===== src/rtl/sum_accumulator.sv =====
// Frames N_SAMPLES beats of {c_out, sum} from an upstream 4-bit adder into an 8-bit total.
// Optional macro SUM_ACC_SATURATE_EN clamps the total at 255 on overflow instead of wrapping.
module sum_accumulator #(
    parameter int N_SAMPLES = 4
) (
    input  logic       clk,
    input  logic       rst_n,
    input  logic       clr,
    input  logic [3:0] sum,
    input  logic       c_out,
    input  logic       in_valid,
    output logic       in_ready,
    output logic [7:0] acc,
    output logic [3:0] cnt,
    output logic       out_valid,
    input  logic       out_ready,
    output logic       ovf
);

    localparam logic [3:0] LAST_CNT = 4'(N_SAMPLES);

    typedef enum logic [1:0] {
        IDLE  = 2'd0,
        ACCUM = 2'd1,
        DONE  = 2'd2
    } state_t;

    state_t     state_q, state_d;
    logic [7:0] acc_q, acc_d;
    logic [3:0] cnt_q, cnt_d;
    logic       ovf_q, ovf_d;

    logic       beat;
    logic [4:0] beatValue;
    logic [8:0] sumWide;
    logic [3:0] cntNext;
    logic       frameEnd;

    assign beat      = in_valid && in_ready;
    assign beatValue = {c_out, sum};
    assign sumWide   = {1'b0, acc_q} + {4'b0000, beatValue};
    assign cntNext   = (state_q == IDLE) ? 4'd1 : cnt_q + 4'd1;
    assign frameEnd  = (cntNext == LAST_CNT);

    always_ff @(posedge clk or negedge rst_n) begin
        if (!rst_n) begin
            state_q <= IDLE;
        end else begin
            state_q <= state_d;
        end
    end

    // clr outranks everything, including a pending result in DONE.
    always_comb begin
        state_d = state_q;
        if (clr) begin
            state_d = IDLE;
        end else begin
            case (state_q)
                IDLE, ACCUM: begin
                    if (beat) begin
                        state_d = frameEnd ? DONE : ACCUM;
                    end
                end
                DONE: begin
                    if (out_ready) begin
                        state_d = IDLE;
                    end
                end
                default: state_d = IDLE;
            endcase
        end
    end

    always_comb begin
        in_ready  = (state_q != DONE);
        out_valid = (state_q == DONE);
    end

    // A beat in IDLE opens a new frame; later beats add into the 9-bit sum whose carry feeds ovf.
    always_comb begin
        acc_d = acc_q;
        cnt_d = cnt_q;
        ovf_d = ovf_q;
        if (clr) begin
            acc_d = 8'd0;
            cnt_d = 4'd0;
            ovf_d = 1'b0;
        end else if (beat) begin
            cnt_d = cntNext;
            if (state_q == IDLE) begin
                acc_d = {3'b000, beatValue};
                ovf_d = 1'b0;
            end else begin
                ovf_d = ovf_q | sumWide[8];
`ifdef SUM_ACC_SATURATE_EN
                acc_d = (ovf_q || sumWide[8]) ? 8'hFF : sumWide[7:0];
`else
                acc_d = sumWide[7:0];
`endif
            end
        end
    end

    always_ff @(posedge clk or negedge rst_n) begin
        if (!rst_n) begin
            acc_q <= 8'd0;
            cnt_q <= 4'd0;
            ovf_q <= 1'b0;
        end else begin
            acc_q <= acc_d;
            cnt_q <= cnt_d;
            ovf_q <= ovf_d;
        end
    end

    assign acc = acc_q;
    assign cnt = cnt_q;
    assign ovf = ovf_q;

endmodule


===== config.mk =====
export PLATFORM = sky130hd
export DESIGN_NAME = sum_accumulator
export DESIGN_NICKNAME = d
export VERILOG_FILES = /design/src/rtl/sum_accumulator.sv
export SDC_FILE = /design/constraint.sdc
export NUM_CORES = 1
export LEC_CHECK = 0
export CORE_AREA = 2 2 50 52
export DETAILED_ROUTE_END_ITERATION = 10
export DIE_AREA = 0 0 52 54
export PLACE_DENSITY = 0.75
export SLEW_MARGIN = 20
export SYNTH_ARGS = -nofsm -noshare
export SYNTH_HDL_FRONTEND = slang
export SYNTH_SLANG_ARGS = --single-unit

===== constraint.sdc =====
create_clock -name clk -period 1.94 [get_ports clk]
set_input_delay 0.388 -clock clk [delete_from_list [all_inputs] [get_ports clk]]
set_output_delay 0.388 -clock clk [all_outputs]
set_load 0.05 [all_outputs]

Word-level counts from Yosys, hierarchy flattened:

Index checks and enable logic that the tools add are counted.

* flip-flop bits (word level): 15
* input bits: 10
* output and inout port bits: 15

* add/sub/neg operators: 2
* equal/unequal tests: 6
* muxes and demuxes: 14
* bitwise logic cells: 1
* reduce and logical (&&, ||, !) cells: 5

Operators with widths (count)
* $mux 8: 3
* $mux 4: 3
* $add 8x5->9: 1
* $mux 2: 4
* $add 4x1->4 const B: 1
* $eq 4x3->1 const B: 1
* $pmux 2 s2: 1
* $mux 1: 3
* $ne 3x2->1 const B: 1
* $ne 3x3->1 const B: 1
* $eq 2x1->1 const B: 1
* $eq 2x2->1 const B: 1
* $logic_not 2->1: 1
* $ne 2x2->1 const B: 1
* $reduce_and 2->1: 1
* $reduce_bool 2->1: 1
* $reduce_or 2->1: 1
* $logic_and 1x1->1: 1
* $or 1x1->1: 1

Logic depth before layout (Yosys ltp):

Gate-level depths: netlist of run 1.

* depth in word-level cells: 7
* gate-level depth with buffers: 7

Least setup slack after synthesis of run 1:

Ideal clock, no wire load.

* path kind: register to register
* start: register acc_q[0], in the netlist acc[0]
* end: register acc_q[6], in the netlist acc[6]
* library setup time: 0.129 ns
* data arrival time: 1.921 ns
* slack: -0.110 ns
* stages on the path, launching flop included: 8
* path buffers: 0
* period minus slack after synthesis: 2.050 ns
* path through: dfrtp_1 ha_1 inv_1 fa_1 nor2b_1 o31a_1 o221ai_1 mux2i_1

* cells in the longest elaborated chain, start to end: 4

RTL lines
* start, declared: RTL line 29 `logic [7:0] acc_q, acc_d;`
* start signal, assigned: RTL line 107 `acc_q <= 8'd0;`
* start signal, assigned: RTL line 111 `acc_q <= acc_d;`
* $add 8x5->9: RTL line 41 `assign sumWide = {1'b0, acc_q} + {4'b0000, beatValue};`
* $mux 8: RTL line 91 `if (state_q == IDLE) begin`
* $mux 8: RTL line 89 `end else if (beat) begin`
* $mux 8: RTL line 85 `if (clr) begin`

No other way between the ends. The select of a mux whose other input is x is not followed.
A chain may end at the register's enable or synchronous reset.

Final worst setup path of run 1:

* start: register ovf_q, in the netlist ovf
* end: output ovf

RTL lines
* start, declared: RTL line 31 `logic ovf_q, ovf_d;`
* start signal, assigned: RTL line 113 `ovf_q <= ovf_d;`
* end, declared: RTL line 17 `output logic ovf`

No word-level cell between the ends.

==> results.yml, run 1 <==
power:
  combPwrFrac_pct: 32.9
  powerDensity_nw_per_um2: 543.9
  power.clock.fraction_pct: 23.7
  p_int_mw: 0.5166
  p_switching_mw: 0.2789
  seqPwrFrac_pct: 43.4
  irDropWorstVdd_mv: 0.4309
  leakagePower_nw: 0.6832
  p_sw_share_pct: 35.06
cells_and_area:
  nets: 171
  areaGrowthSynthToFinish_pct: 40.34
  final_area_um2: 1463
  antenna_cells: 0
  finalNonFillerCells: 183
  mostFrequentLayoutCell: "buf_4"
  layout_common_cells: "buf_4 (23), dfrtp_1 (14), nor2_1 (12), clkdlybuf4s50_1 (11)"
  layout-drive-gt1-share_pct: 26.80
synth:
  synth_top_area_share_pct: 36.01
  synth_edf_count: 0
  ys_seq_elements: 15
  synth-async-reset-ratio_pct: 100.0
  syn_area_um2: 1042
  syn-num-nets: 133
  yosysSeqAreaShare_pct: 36.01
  synth.avg_cell_area_um2: 8.985
  synthCells: 116
  yosys.area.top_type: "dfrtp_1"
  ys_types: 40
  synth.area.top_cells: "dfrtp_1 (36%), ha_1 (7.2%), a21oi_1 (4.8%)"
  yosysWarnings: 0
  synth_ff_type: "dfrtp_1"
worst_setup_path:
  path_max_fanout: 3
  worst-endpoint-required_ps: 1550
  reg2reg_from: "acc[0]"
  crit_family: "buffers and inverters"
  worstReg2RegEnd: "acc[4]"
  r2r_setup_slack_ps: 100
  critical_path_arrival_ps: 1520
  r2r_cells: 8
  path_class: "register to output port"
  critPathMaxStageDelay_ps: 820
  path_cells: "clkdlybuf4s50_1"
  endpoint_kind: "output port"
  startpoint_type: "register"
  crit_buf_inv: 1
  cp_slowest_cell: "clkdlybuf4s50_1"
placed_design:
  routabilityCongestion: 0.8858
  hpwl_um: 2016
  placed_cell_area_um2: 1393
  port_buffers: 24
  dp.cells: 177
sta:
  fmax_mhz: 523.7
  relSlewSlack_pct: 66.54
  finalCritPeriodShare_pct: 98.42
  worst_pin_slew_ps: 501.0
  slew_violations: 0
  finClkSkew_ps: 1.432
  finalSetupViolCount: 0
  finalHoldViolCount: 0
  finalCriticalPeriod_ps: 1909
detailed_routing:
  drtIter0Drc: 21
  dr.pass1.iters: 4
  drcViolationCount: 0
  viasPerCell: 5.574
  vias: 1020
  ant_nets: 0
  wl_per_cell_um: 14.57
  routed_wl_um: 2666
cts:
  root_buffer: "clkbuf_4"
  cts-htree-levels: 1
  clk_path_buf_depth: 2
  cts_tree: "built"
  numCtsBuffers: 3
  cts.sinks: 15
  cts.clk_slew.worst_paths_ps: 90
  insertion_delay_ps: 300
grt:
  grt_overflow: 0
  grt_pass1_wl_um: 4305
  track_usage_pct: 21.03
  grt_max_degree: 11
  antenna_found_initial: 0
  first_global_vias: 980
die:
  initial_core_util_pct: 44.93
  rows: 18
  die_w_um: 52
  dieArea_um2: 2808
  ios: 25
  fp.coreArea_um2: 2320
  die_h_um: 54
outcome:
  status: "complete, no violations"
run:
  maxCapViolCount: 0
worst_hold_path:
  hold_path_class: "primary input to asynchronous set/reset pin"
cells in the mapped netlist, types with 3 or more instances:
cell	number
ha_1	6
dfrtp_1	15
nor2_1	12
nor2b_1	3
a21oi_1	10
o21ai_0	3
nor3_1	4
nand3b_1	3
mux2i_1	3
buf_2	3
nand2_1	10
clkbuf_1	3
inv_1	8
stage by stage:
step           power, mW  setup WS, ps  utilization [%]  setup TNS [ps]  hold WS (ps)
3_5_place_dp      0.5992        -407.4            60.03           -1883         548.7
5_1_grt           0.8355        -10.84            63.05          -10.84         330.9
4_1_cts           0.7953         14.39            62.62               0         322.7
6_report          0.7955         30.66            63.05               0         322.3
2_1_floorplan     0.4981         17.24                -               0         92.41
3_3_place_gp      0.5941        -316.2            60.03           -1511         526.5
kinds of logic after synthesis:
group	after synthesis	synth area share [%]
compound gates	34	24.49
xor+xnor	2	1.681
fa+ha+maj	7	9.124
buf+inv	14	5.402
flops	15	36.01
mux	3	2.881
simple gates	41	20.41
worst max path at each step:
| stage | from | slack, ps | cells after the start | end |
|---|---|---|---|---|
| finish | ovf | 30 | 1 | ovf |
| global placement | sum[0] | -320 | 8 | acc[6] |
| detailed placement | sum[0] | -410 | 8 | acc[6] |
| global route | sum[3] | -10 | 6 | acc[5] |
| CTS | acc[3] | 10 | 1 | acc[3] |
| floorplan | acc[1] | 20 | 6 | acc[6] |
layout make-up:
cell class / instances / area, um2
flip-flops and latches: 15 / 376.6
clock buffers: 3 / 22.52
well taps: 30 / 37.54
inverters: 8 / 30.03
clock inverters: 1 / 5.005
repair buffers: 39 / 356.6
multi-input cells: 87 / 634.4
fillers: 206 / 857.1
repair_timing:
| item | CTS | global route |
|---|---|---|
| setup endpoints to repair | 3 | 5 |
| hold buffers | 0 | 0 |
| setup buffers | 2 | 0 |
| gates resized for setup | 7 | 3 |
| pin swaps | 3 | 3 |
| gates cloned | 0 | 0 |
per-layer routing:
metal  share of wire (%)  global-route usage (%)  vias to the layer above
li1                    -                       -                      498
met3                 4.6                   2.778                        5
met4                 1.6                   7.895                        0
met2                  48                   35.23                       28
met5                   0                       0                        -
met1                  46                   27.68                      489
registers in the layout, indices dropped and copies added (netlist names):
| signal | flops |
|---|---|
| acc | 8 |
| ovf | 1 |
| cnt | 4 |
| state_q | 2 |
power groups by stage:
stage | Combinational, mW | Sequential, mW | Clock [mW]
global placement | 0.244 | 0.350 | 0
CTS | 0.260 | 0.345 | 0.190
global route | 0.284 | 0.348 | 0.204
floorplan | 0.105 | 0.393 | 0
detailed placement | 0.249 | 0.350 | 0
finish | 0.262 | 0.345 | 0.189
Note: power is estimated with default switching activity, not from simulation.
==> run 2: changes to the inputs <==
CTS_CLUSTER_SIZE = 10   (was not set)
==> results of run 2 <==
The final DEF is identical to that of run 1; final timing and power are the same.
==> run 3: changes to the inputs <==
clock period = 1.8 ns   (was 1.94 ns; I/O delays follow)
==> run 3 against run 2 <==
Compared with the run above: via count down 0.29%; critical path depth rose by 5; combinational power grew 7.6%; hold slack better by 68 ps; die area stayed put; sequential power rose by 8.7%; register-to-register slack hardly changed; critical endpoint is now acc[5]; highest routed layer unchanged.
==> results.yml, run 3 (same netlist as run 1, synthesis figures left out) <==
cells_and_area:
  final_util_pct: 63.16
  nets: 171
  layout_common_cells: "buf_4 (28), nor2_1 (12), nand2_1 (10), a21oi_1 (10), dfrtp_1 (10)"
  antenna_cells: 0
  layout-drive-gt1-share_pct: 32.03
  areaGrowthSynthToFinish_pct: 40.58
  mostFrequentLayoutCell: "buf_4"
  largest_reg_flops: 8
cts:
  clk_path_buf_depth: 2
  cts.sinks: 15
  cts.clk_slew.worst_paths_ps: 100
  cts_tree: "built"
  cts-htree-levels: 1
  insertion_delay_ps: 280
  hold_buffers: 0
  numCtsBuffers: 3
  root_buffer: "clkbuf_4"
die:
  die_h_um: 54
  initial_core_util_pct: 44.93
  die_w_um: 52
  fp.coreArea_um2: 2320
  dieArea_um2: 2808
  ios: 25
  rows: 18
sta:
  finalCritPeriodShare_pct: 96.77
  relSlewSlack_pct: 76.31
  fmax_mhz: 574.1
  worst_pin_slew_ps: 352.0
  rsz0062_at_grt: "no"
  finalSetupViolCount: 0
  finClkSkew_ps: 6.701
  setup_slack_ps: 58.09
  timing.hold.ws_ps: 390.0
  slew_violations: 0
  finalCriticalPeriod_ps: 1742
  finalHoldViolCount: 0
worst_setup_path:
  worst-endpoint-required_ps: 1990
  endpoint_kind: "register"
  path_cells: "clkdlybuf4s50_1 -> ha_4 -> a21o_1 -> a21oi_2 -> a221oi_1 -> a311oi_1"
  critPathMaxStageDelay_ps: 540
  path_class: "primary input to register"
  cp_slowest_cell: "clkdlybuf4s50_1"
  crit_family: "compound AO/OA/AOI/OAI gates"
  path_max_fanout: 4
  crit_buf_inv: 1
  critical_path_arrival_ps: 1930
  startpoint_type: "primary input"
detailed_routing:
  wl_per_cell_um: 14.15
  vias: 1017
  viasPerCell: 5.557
  drcViolationCount: 0
  drtIter0Drc: 9
  ant_nets: 0
  routed_wl_um: 2589
  dr.pass1.iters: 4
placed_design:
  hpwl_um: 2010
  pre_cts_ws_ps: -470.1
  routabilityCongestion: 0.8988
  port_buffers: 24
grt:
  antenna_found_initial: 0
  grt_max_degree: 16
  track_usage_pct: 20.44
  grt_overflow: 0
  grt_pass1_wl_um: 4278
  first_global_vias: 974
power:
  irDropWorstVdd_mv: 0.4574
  p_total_mw: 0.8522
  leakagePower_nw: 0.6549
  powerDensity_nw_per_um2: 581.6
worst_hold_path:
  hold_path_class: "primary input to asynchronous set/reset pin"
run:
  maxCapViolCount: 0
outcome:
  status: "complete, no violations"
[run 3: cell count changes in the layout (fill, tap and decap cells not counted), sizes merged]
| cell | previous run | this run |
|---|---|---|
| clkbuf | 3 | 4 |
| clkinv | 1 | 0 |
| clkdlybuf4s50 | 11 | 6 |
| buf | 25 | 30 |
| dlygate4sd2 | 1 | 3 |
| dlymetal6s2s | 2 | 0 |
[run 3: path summary, 6_finish.rpt]
path	from	slack (ps)	depth (start not counted)	end
max	sum[3]	60	6	acc[5]
min	rst_n	390	2	acc[5]
max reg2reg	acc[0]	90	7	acc[6]
min reg2reg	ovf	550	2	ovf
max in group asynchronous	rst_n	1200	2	acc[2]
min in group clk	ovf	550	2	ovf
[run 3: where the power goes]
part | total (mW) | switching (mW) | internal, mW
Clock | 0.195 | 0.110 | 0.0858
Sequential | 0.375 | 0.0212 | 0.354
Combinational | 0.282 | 0.158 | 0.124
[run 3: cell type report]
class                   instances  area (um2)
fillers                       198       854.6
well taps                      30       37.54
inverters                       8       30.03
clock buffers                   4       26.28
flip-flops and latches         15       381.6
multi-input cells              87       653.1
repair buffers                 39       336.6
[run 3: repair_timing]
action	4_1_cts	5_1_grt
buffers inserted	0	1
resized for setup	4	4
setup endpoints to repair	5	5
pin swaps	2	4
gates cloned	0	0
[run 3: routing by layer]
metal,up-vias,share of wire [%],track usage [%]
met5,-,0,0
met4,0,0.46,7.456
met3,2,3.6,4.167
met2,21,53,36.92
met1,499,42,23.84
li1,495,-,-
[run 3: worst register-to-register path: cells and delay by family, from the launching register on]
family                   cells  cell delay, ps
flip-flops                   1             400
multiplexers                 1             150
adder cells (fa/ha/maj)      2             520
buffers and inverters        1              40
AO/OA/AOI/OAI                2             340
AND/OR/NAND/NOR              1             150
[run 3: per-stage QoR]
stage | cell area (um2) | instances | TNS (ps)
floorplan | 1061 | 116 | -56.92
global placement | 1413 | 179 | -2369
detailed placement | 1413 | 179 | -2703
CTS | 1438 | 183 | -44.80
global route | 1465 | 183 | 0
finish | 1465 | 183 | 0
